===== config.mk =====
export PLATFORM = sky130hd
export DESIGN_NAME = rv32_decode_queue
export DESIGN_NICKNAME = d
export VERILOG_FILES = /design/src/rtl/rv32_decode_queue_pkg.sv /design/src/rtl/rv32_decq_fifo.sv /design/src/rtl/rv32_decode_queue.sv
export SDC_FILE = /design/constraint.sdc
export NUM_CORES = 1
export LEC_CHECK = 0
export BUFFER_PORTS_ARGS = -buffer_cell sky130_fd_sc_hd__buf_2
export CORE_ASPECT_RATIO = 0.9
export CORE_UTILIZATION = 45
export DETAILED_ROUTE_END_ITERATION = 6
export HOLD_SLACK_MARGIN = 0.06
export MAX_ROUTING_LAYER = met4
export PLACE_DENSITY_LB_ADDON = 0.1
export REMOVE_ABC_BUFFERS = 1
export SLEW_MARGIN = 10
export SYNTH_ARGS = -nofsm -noshare
export SYNTH_HDL_FRONTEND = slang
export SYNTH_SLANG_ARGS = --single-unit

===== constraint.sdc =====
create_clock -name clk -period 4.5 [get_ports clk]
set_clock_uncertainty 0.15 [all_clocks]
set_input_delay 0.225 -clock clk [delete_from_list [all_inputs] [get_ports clk]]
set_output_delay 0.225 -clock clk [all_outputs]
set_load 0.01 [all_outputs]

===== src/rtl/rv32_decode_queue_pkg.sv =====
// Shared RV32 decode types for the decode-stage queue: control word, entry layout,
// opcode constants and the small helpers the decoder builds on.
package rv32_decode_queue_pkg;

   localparam int CORE_RF_NUM_READ   = 2;
   localparam int DECQ_DEFAULT_DEPTH = 4;

   typedef logic [31:0] rv_instr_t;

   localparam logic [6:0] OPC_LOAD     = 7'b0000011;
   localparam logic [6:0] OPC_MISC_MEM = 7'b0001111;
   localparam logic [6:0] OPC_OP_IMM   = 7'b0010011;
   localparam logic [6:0] OPC_AUIPC    = 7'b0010111;
   localparam logic [6:0] OPC_STORE    = 7'b0100011;
   localparam logic [6:0] OPC_OP       = 7'b0110011;
   localparam logic [6:0] OPC_LUI      = 7'b0110111;
   localparam logic [6:0] OPC_BRANCH   = 7'b1100011;
   localparam logic [6:0] OPC_JALR     = 7'b1100111;
   localparam logic [6:0] OPC_JAL      = 7'b1101111;
   localparam logic [6:0] OPC_SYSTEM   = 7'b1110011;

   typedef enum logic [3:0] {
      ALU_ADD, ALU_SUB, ALU_SLL, ALU_SLT, ALU_SLTU,
      ALU_XOR, ALU_SRL, ALU_SRA, ALU_OR, ALU_AND
   } rv_alu_op_e;

   typedef struct packed {
      logic       invalid;
      logic       register_wb;
      logic       mem_read;
      logic       mem_write;
      logic       branch;
      logic       jump;
      logic       alu_src_imm;
      logic       pc_src;
      rv_alu_op_e alu_op;
      logic [2:0] funct3;
   } rv_control_t;

   typedef struct packed {
      rv_control_t                 control;
      logic [CORE_RF_NUM_READ-1:0] use_rs;
      rv_instr_t                   instr;
      logic [31:0]                 pc;
      logic                        compressed;
   } decq_entry_t;

   // Control word of ADDI x0,x0,0: valid, no side effects.
   function automatic rv_control_t create_nop_ctrl();
      rv_control_t c;
      c             = '0;
      c.alu_src_imm = 1'b1;
      c.alu_op      = ALU_ADD;
      return c;
   endfunction

   function automatic rv_alu_op_e alu_op_from(input logic [2:0] funct3, input logic alt);
      rv_alu_op_e op;
      case (funct3)
         3'b000:  op = alt ? ALU_SUB : ALU_ADD;
         3'b001:  op = ALU_SLL;
         3'b010:  op = ALU_SLT;
         3'b011:  op = ALU_SLTU;
         3'b100:  op = ALU_XOR;
         3'b101:  op = alt ? ALU_SRA : ALU_SRL;
         3'b110:  op = ALU_OR;
         default: op = ALU_AND;
      endcase
      return op;
   endfunction

endpackage


===== src/rtl/rv32_decq_fifo.sv =====
// Circular DEPTH-entry store for decoded entries. Push and pop arrive already
// qualified by the caller; flush clears pointers and occupancy but not storage.
module rv32_decq_fifo
   import rv32_decode_queue_pkg::*;
#(
   parameter int  DEPTH   = DECQ_DEFAULT_DEPTH,
   parameter type entry_t = decq_entry_t
) (
   input  logic                     clk,
   input  logic                     resetn,
   input  logic                     flush_i,
   input  logic                     push_i,
   input  logic                     pop_i,
   input  entry_t                   wdata_i,
   output entry_t                   head_o,
   output logic [$clog2(DEPTH):0]   count_o
);

   localparam int PW = $clog2(DEPTH);
   localparam int CW = PW + 1;

   logic [PW-1:0] rd_ptr_q, rd_ptr_d;
   logic [PW-1:0] wr_ptr_q, wr_ptr_d;
   logic [CW-1:0] count_q, count_d;
   entry_t        mem_q [DEPTH];

   always_comb begin
      rd_ptr_d = rd_ptr_q;
      wr_ptr_d = wr_ptr_q;
      count_d  = count_q;
      if (flush_i) begin
         rd_ptr_d = '0;
         wr_ptr_d = '0;
         count_d  = '0;
      end else begin
         if (push_i) wr_ptr_d = wr_ptr_q + PW'(1);
         if (pop_i)  rd_ptr_d = rd_ptr_q + PW'(1);
         case ({push_i, pop_i})
            2'b10:   count_d = count_q + CW'(1);
            2'b01:   count_d = count_q - CW'(1);
            default: count_d = count_q;
         endcase
      end
   end

   always_ff @(posedge clk) begin
      if (!resetn) begin
         rd_ptr_q <= '0;
         wr_ptr_q <= '0;
         count_q  <= '0;
      end else begin
         rd_ptr_q <= rd_ptr_d;
         wr_ptr_q <= wr_ptr_d;
         count_q  <= count_d;
      end
   end

   // When full and popping, wr_ptr equals rd_ptr; the old head is read out
   // combinationally this cycle and overwritten at the edge.
   always_ff @(posedge clk) begin
      if (push_i) mem_q[wr_ptr_q] <= wdata_i;
   end

   assign head_o  = mem_q[rd_ptr_q];
   assign count_o = count_q;

endmodule


===== src/rtl/rv32_decode_queue.sv =====
// Decode-stage buffer: decodes fetched words on enqueue, queues them in order,
// and counts illegal instructions as they leave the queue.
module rv32_decode_queue
   import rv32_decode_queue_pkg::*;
#(
   parameter int DEPTH     = DECQ_DEFAULT_DEPTH,
   parameter int NUM_READ  = CORE_RF_NUM_READ,
   parameter int C_EXT_EN  = 0,
   parameter int ILL_CNT_W = 16
) (
   input  logic                     clk,
   input  logic                     resetn,
   input  logic                     flush,
   input  logic                     in_valid,
   output logic                     in_ready,
   input  rv_instr_t                in_instr,
   input  logic [31:0]              in_pc,
   output logic                     out_valid,
   input  logic                     out_ready,
   output rv_control_t              out_control,
   output logic [NUM_READ-1:0]      out_use_rs,
   output rv_instr_t                out_instr,
   output logic [31:0]              out_pc,
   output logic                     out_compressed,
   output logic [$clog2(DEPTH):0]   count,
   output logic [ILL_CNT_W-1:0]     ill_count
);

   localparam int CW = $clog2(DEPTH) + 1;

   typedef struct packed {
      rv_control_t         control;
      logic [NUM_READ-1:0] use_rs;
      rv_instr_t           instr;
      logic [31:0]         pc;
      logic                compressed;
   } entry_t;

   // Handshakes: a transfer happens on a cycle where valid && ready are both high;
   // flush suppresses transfers on both sides in the same cycle.
   logic                push, pop;
   logic [CW-1:0]       count_w;
   entry_t              in_entry, head;
   rv_control_t         dec_ctrl;
   logic [NUM_READ-1:0] dec_use_rs;
   logic                need_rs1, need_rs2, is_compressed, alt_op;
   logic [6:0]          opcode;
   logic [2:0]          funct3;
   logic [ILL_CNT_W-1:0] ill_q, ill_d;

   assign opcode        = in_instr[6:0];
   assign funct3        = in_instr[14:12];
   assign alt_op        = in_instr[30];
   assign is_compressed = (in_instr[1:0] != 2'b11);

   always_comb begin
      dec_ctrl             = create_nop_ctrl();
      dec_ctrl.alu_src_imm = 1'b0;
      dec_ctrl.funct3      = funct3;
      need_rs1             = 1'b0;
      need_rs2             = 1'b0;
      case (opcode)
         OPC_LUI: begin
            dec_ctrl.register_wb = 1'b1;
            dec_ctrl.alu_src_imm = 1'b1;
         end
         OPC_AUIPC: begin
            dec_ctrl.register_wb = 1'b1;
            dec_ctrl.alu_src_imm = 1'b1;
            dec_ctrl.pc_src      = 1'b1;
         end
         OPC_JAL: begin
            dec_ctrl.register_wb = 1'b1;
            dec_ctrl.jump        = 1'b1;
            dec_ctrl.pc_src      = 1'b1;
         end
         OPC_JALR: begin
            dec_ctrl.register_wb = 1'b1;
            dec_ctrl.jump        = 1'b1;
            dec_ctrl.alu_src_imm = 1'b1;
            need_rs1             = 1'b1;
         end
         OPC_BRANCH: begin
            dec_ctrl.branch = 1'b1;
            dec_ctrl.alu_op = ALU_SUB;
            need_rs1        = 1'b1;
            need_rs2        = 1'b1;
         end
         OPC_LOAD: begin
            dec_ctrl.register_wb = 1'b1;
            dec_ctrl.mem_read    = 1'b1;
            dec_ctrl.alu_src_imm = 1'b1;
            need_rs1             = 1'b1;
         end
         OPC_STORE: begin
            dec_ctrl.mem_write   = 1'b1;
            dec_ctrl.alu_src_imm = 1'b1;
            need_rs1             = 1'b1;
            need_rs2             = 1'b1;
         end
         OPC_OP_IMM: begin
            dec_ctrl.register_wb = 1'b1;
            dec_ctrl.alu_src_imm = 1'b1;
            dec_ctrl.alu_op      = alu_op_from(funct3, alt_op && (funct3 == 3'b101));
            need_rs1             = 1'b1;
         end
         OPC_OP: begin
            dec_ctrl.register_wb = 1'b1;
            dec_ctrl.alu_op      = alu_op_from(funct3, alt_op);
            need_rs1             = 1'b1;
            need_rs2             = 1'b1;
         end
         OPC_MISC_MEM, OPC_SYSTEM: ;
         default: dec_ctrl.invalid = 1'b1;
      endcase
      if (in_instr[11:7] == 5'd0) dec_ctrl.register_wb = 1'b0;

      for (int i = 0; i < NUM_READ; i++) begin
         dec_use_rs[i] = (i == 0) ? need_rs1 : ((i == 1) ? need_rs2 : 1'b0);
      end

      // Compressed parcels are never expanded here: either parked as a NOP or killed.
      if (is_compressed) begin
         dec_use_rs = '0;
         if (C_EXT_EN != 0) dec_ctrl = create_nop_ctrl();
         else               dec_ctrl.invalid = 1'b1;
      end
   end

   assign in_entry.control    = dec_ctrl;
   assign in_entry.use_rs     = dec_use_rs;
   assign in_entry.instr      = in_instr;
   assign in_entry.pc         = in_pc;
   assign in_entry.compressed = is_compressed;

   assign out_valid = (count_w != '0);
   assign pop       = out_valid && out_ready && !flush;
   assign in_ready  = (count_w < CW'(DEPTH)) || pop;
   assign push      = in_valid && in_ready && !flush;

   rv32_decq_fifo #(
      .DEPTH   (DEPTH),
      .entry_t (entry_t)
   ) u_fifo (
      .clk     (clk),
      .resetn  (resetn),
      .flush_i (flush),
      .push_i  (push),
      .pop_i   (pop),
      .wdata_i (in_entry),
      .head_o  (head),
      .count_o (count_w)
   );

   always_comb begin
      ill_d = ill_q;
      if (pop && head.control.invalid && (ill_q != '1)) ill_d = ill_q + ILL_CNT_W'(1);
   end

   always_ff @(posedge clk) begin
      if (!resetn) ill_q <= '0;
      else         ill_q <= ill_d;
   end

   assign out_control    = head.control;
   assign out_use_rs     = head.use_rs;
   assign out_instr      = head.instr;
   assign out_pc         = head.pc;
   assign out_compressed = head.compressed;
   assign count          = count_w;
   assign ill_count      = ill_q;

endmodule


======== Word-level counts from Yosys, hierarchy flattened ========
Memories as Yosys holds them, arrays and structs flattened. A register that Yosys moved wholly into a read port is not among the register bits.
Index checks and enable logic that the tools add are counted.
Widths: inputs -> output; s select.
word-level totals
  memory bits (writable) .................. 328
  memories kept ........................... 1
  register bits ........................... 23
  word-level logic and storage cells ...... 79
memory list
  memory        words  bits a word  rd ports  clocked after Yosys merged registers in  wr ports  RTL line              source
  u_fifo.mem_q  4      82           1         1                                        1         rv32_decq_fifo.sv:25  entry_t mem_q [DEPTH];
operators by class
  muxes and demuxes ....................... 25
  equal/unequal tests ..................... 21
  reductions and logical operators ........ 21
  bitwise operators ....................... 1
  magnitude comparators ................... 1
  add/subtract/negate cells ............... 5
operators by type and width
  operator               count
  $pmux 4 s7             2
  $eq 7x7->1 const B     4
  $eq 7x6->1 const B     3
  $mux 1                 18
  $add 16x1->16 const B  1
  $ne 16x16->1 const B   1
  $eq 7x5->1 const B     2
  $pmux 4 s3             1
  $reduce_or 6->1        2
  $reduce_or 11->1       1
  $eq 3x3->1 const B     3
  $eq 7x2->1 const B     1
  $eq 7x4->1 const B     1
  $logic_and 1x1->1      7
  $reduce_or 7->1        1
  $eq 3x2->1 const B     2
  $mux 2                 3
  $pmux 3 s2             1
  $reduce_or 2->1        3
  $logic_not 5->1        1
  $add 2x1->2 const B    2
  $add 3x1->3 const B    1
  $eq 3x1->1 const B     1
  $logic_not 3->1        1
  other kinds (11)       11

======== Depth between registers and ports, before layout ========
  depth in word-level cells ............... 8
  mapped depth ............................ 9
  mapped depth without buffers ............ 9

======== Cells and area by module ========
Synthesis repeated with hierarchy kept, for this count alone.
unflattened totals
  cells, all modules ...................... 630
  area, all modules ....................... 13519.2 sq um
modules (own cells, without submodules)
  module             area an instance (sq um)  cells an instance  instances  seq. area each (sq um)
  rv32_decq_fifo     12334.3                   470                1          10029.6
  rv32_decode_queue  1184.9                    160                1          320.3

======== Worst setup path before layout ========
No wires, ideal clock.
  path kind ............................... register -> register
  from .................................... register u_fifo.count_q[2], in the netlist u_fifo.count_o[2]
  to ...................................... memory u_fifo.mem_q[0][0] (netlist name), enable pin
  setup slack ............................. 1.200 ns
  path buffers ............................ 0
  stages on the path, launching flop included .. 4
  data required time ...................... 3.904 ns
  arrival time ............................ 2.704 ns
  setup time .............................. 0.446 ns
  path through ............................ dfxtp_1 nor2b_1 nor3b_1 and2_1
on the way
  longest elaborated chain between the ends .. 8
  elaborated cells between the ends (all ways) .. 9
ends and longest elaborated chain
  item                                                RTL line                  source
  from (decl)                                         rv32_decq_fifo.sv:24      logic [CW-1:0] count_q, count_d;
  from (signal assigned)                              rv32_decq_fifo.sv:54      count_q <= count_d;
  branches (longest 3 deep; another with $lt 3x3->1)  n/a
  $logic_or 1x1->1 *                                  rv32_decode_queue.sv:138  assign in_ready = (count_w < CW'(DEPTH)) || pop;
  $logic_and 1x1->1 * (2 in series)                   rv32_decode_queue.sv:139  assign push = in_valid && in_ready && !flush;
  $mux 1 *                                            rv32_decq_fifo.sv:61      if (push_i) mem_q[wr_ptr_q] <= wdata_i;
  $mux 1 (not written as such) *                      rv32_decq_fifo.sv:61
  to (decl)                                           rv32_decq_fifo.sv:25
Every way passes the cells marked *.

==> out/metrics.yaml <==
start_util_pct: 46.07
fmax_mhz: 342.6
cp_cell_sequence: "buf_12 -> mux4_2 -> buf_2"
cts_resized: 0
cts-root-buf: "clkbuf_16"
area_growth_pct: 23.75
synthTopCellsByArea: "edfxtp_1, mux4_2, dfxtp_1"
ys_seq_elements: 341
total_power_mw: 6.639
ios: 172
cts_tree: "yes"
drive_gt1_share_pct: 35.48
tightest_slew_ns: 1.050
critPathMaxStageDelay_ns: 0.79
hp-class: "in2reg"
synth_top_area_share_pct: 73.16
fin_crit_ns: 2.919
max-vdd-ir-drop_v: 0.0003331
grt_pass1_wl_um: 40250
drc_errors: 0
cts_setup_buffers: 0
drv_cap: 0
avgRoutedWirePerCell_um: 20.51
syn_inst: 617
whs_ns: 0.06876
synth_ff_type: "edfxtp_1"
status: "finished clean"
numCtsBuffers: 36
relSlewSlack_pct: 29.98
yosys.area.top_type: "edfxtp_1"
dieArea_sq_mm: 0.02951
async_flop_share_pct: 0
p_leak_nw: 5.528
antenna_cells: 0
clk_latency_ns: 0.51
globalplace.congestion: 0.7764
crit_slowest_cell: "dfxtp_4"
io_buffers: 171
postSynthAreaPerCell_sq_um: 21.02
clkTransAtPathRegs_ns: 0.06
ant_nets: 0
rsz0062_at_grt: "false"
grt_max_degree: 67
final_nets: 950
hold_viol: 0
path_max_fanout: 49
cts_num_sinks: 341
power.density_mw_per_mm2: 413.6
utilization_pct: 57.01
clk_path_buf_depth: 3
grt_antenna_before_repair: 0
hpwlAfterDp_um: 15200
drt_pass1_iterations: 4
drt-vias-per-instance: 5.296
chipWidth_um: 181.0
crit_type: "reg2out"
synth-edff-count: 316
yosysWarningCount: 0
rows: 58
synth_cell_type_count: 48
placed_area_sq_mm: 0.01425
core_sq_mm: 0.02816
drt-total-wl_um: 25880
drt-initial-drc-count: 412
cp.required_ns: 4.12
via_count: 6684
end_kind: "primary output"
die_h_um: 163.1
syn_area_sq_mm: 0.01297
timing.final.crit_share_pct: 64.87
final-setup-viol-count: 0
slew_violations: 0
overflow: 0
grt_pass1_vias: 7106
final.setup.tns_ns: 0
grt.total_usage_pct: 18.60
h-tree-depth: 2
yosysSeqAreaShare_pct: 77.01
critPathArrivalTime_ns: 2.54
fin_area_sq_mm: 0.01605
cp-start-kind: "register"
[registers in the layout, summed over array words and instances (netlist names), named ones only]
signal and cells:
u_fifo.wr_ptr_q 2, u_fifo.count_o 3, ill_count 16, u_fifo.rd_ptr_q 2
u_fifo.mem_q 316
[power by group]
group / switching, mW / internal (mW) / total (mW)
combinational: 0.144 / 0.127 / 0.270
clock: 1.16 / 1.70 / 2.85
sequential: 0.0120 / 3.50 / 3.52
[logic make-up (layout without fill, tap and decap cells)]
group | after synthesis | count (layout) | share of synthesized area [%]
buffers and inverters | 37 | 322 | 1.273
adder cells (fa/ha/maj) | 7 | 7 | 0.7331
multiplexers | 82 | 82 | 13.95
AO/OA/AOI/OAI | 25 | 25 | 1.254
AND/OR/NAND/NOR | 109 | 109 | 4.698
flip-flops | 341 | 341 | 77.01
XOR/XNOR | 16 | 16 | 1.080
[layout make-up]
type / count / area [sq um]
Fill cell: 2208 / 12110
Sequential cell: 341 / 9997
Multi-Input combinational cell: 239 / 2826
Timing Repair Buffer: 247 / 1604
Clock buffer: 49 / 970.9
Tap cell: 360 / 450.4
Clock inverter: 17 / 168.9
Inverter: 9 / 33.78
[worst max-delay path: cells and delay by family (launching register included)]
family | cells | cell delay (ns)
buf+inv | 2 | 0.62
flops | 1 | 0.79
mux | 1 | 0.60
[cells in the final DEF (no fill, tap or decap), types with 2 or more instances in the layout]
master	netlist	routed
clkinv_2	0	5
nor2b_1	3	3
and3_1	2	2
nor4_1	9	9
or3_1	3	3
inv_1	9	9
buf_2	9	171
xnor2_1	2	2
buf_4	4	9
nand2b_1	5	5
nand4_1	3	3
nor4b_1	2	2
o21ai_0	5	5
ha_1	6	6
and2_1	16	12
and4_1	2	2
nor3b_1	2	2
clkinv_1	0	5
clkbuf_16	0	37
edfxtp_1	316	316
xor2_1	14	14
bufinv_16	0	3
dlygate4sd3_1	0	66
and2_4	0	4
inv_6	0	3
nand3b_1	2	2
nor3_1	4	4
dfxtp_1	25	23
clkbuf_1	14	12
mux2i_1	3	3
dfxtp_4	0	2
mux4_2	79	79
nor2_1	21	21
a211oi_1	3	3
nand2_1	19	19
a21oi_1	7	7
nand3_1	9	9
[Yosys cell counts (2+ instances only)]
cell type	instances
mux4_2	79
edfxtp_1	316
ha_1	6
nand3_1	9
nand4_1	3
mux2i_1	3
nand3b_1	2
and3_1	2
nor3_1	4
xor2_1	14
buf_2	9
nor2_1	21
nand2b_1	5
xnor2_1	2
nand2_1	19
a211oi_1	3
and4_1	2
a21oi_1	7
dfxtp_1	25
and2_1	16
buf_4	4
or3_1	3
clkbuf_1	14
nor2b_1	3
nor4b_1	2
nor4_1	9
nor3b_1	2
o21ai_0	5
inv_1	9
[stage by stage]
stage                     worst slack, ns  instances
after floorplan                   -0.4950        589
after global placement              1.810       1130
after detailed placement            1.756       1130
after CTS                           1.483       1262
after global routing                1.381       1262
final                               1.581       1262
[routing by layer]
| metal | vias up | share of wire (%) | track usage, % |
|---|---|---|---|
| met1 | 3417 | 44 | 24.26 |
| met4 | 0 | 1.5 | 4.738 |
| met3 | 35 | 5.1 | 3.367 |
| met5 | - | 0 | - |
| li1 | 3043 | - | - |
| met2 | 189 | 49 | 30.54 |
[final timing paths]
path	from	end	slack (ns)	cells after the start
max	register	out_pc[0]	1.58	3
min	in_valid	u_fifo.wr_ptr_q[1]$_SDFFE_PP0P_	0.07	4
max reg2reg	u_fifo.count_o[2]$_SDFFE_PP0P_	u_fifo.mem_q[3][77]$_DFFE_PP_	1.77	4
min reg2reg	ill_count[3]$_SDFFE_PN0P_	ill_count[3]$_SDFFE_PN0P_	0.39	2
[repair_timing]
action / CTS / global route
hold endpoints to repair: 292 / 0
endpoints found under the setup margin: 0 / 0
hold buffers: 66 / 0
Power figures use the tool's default switching activity.
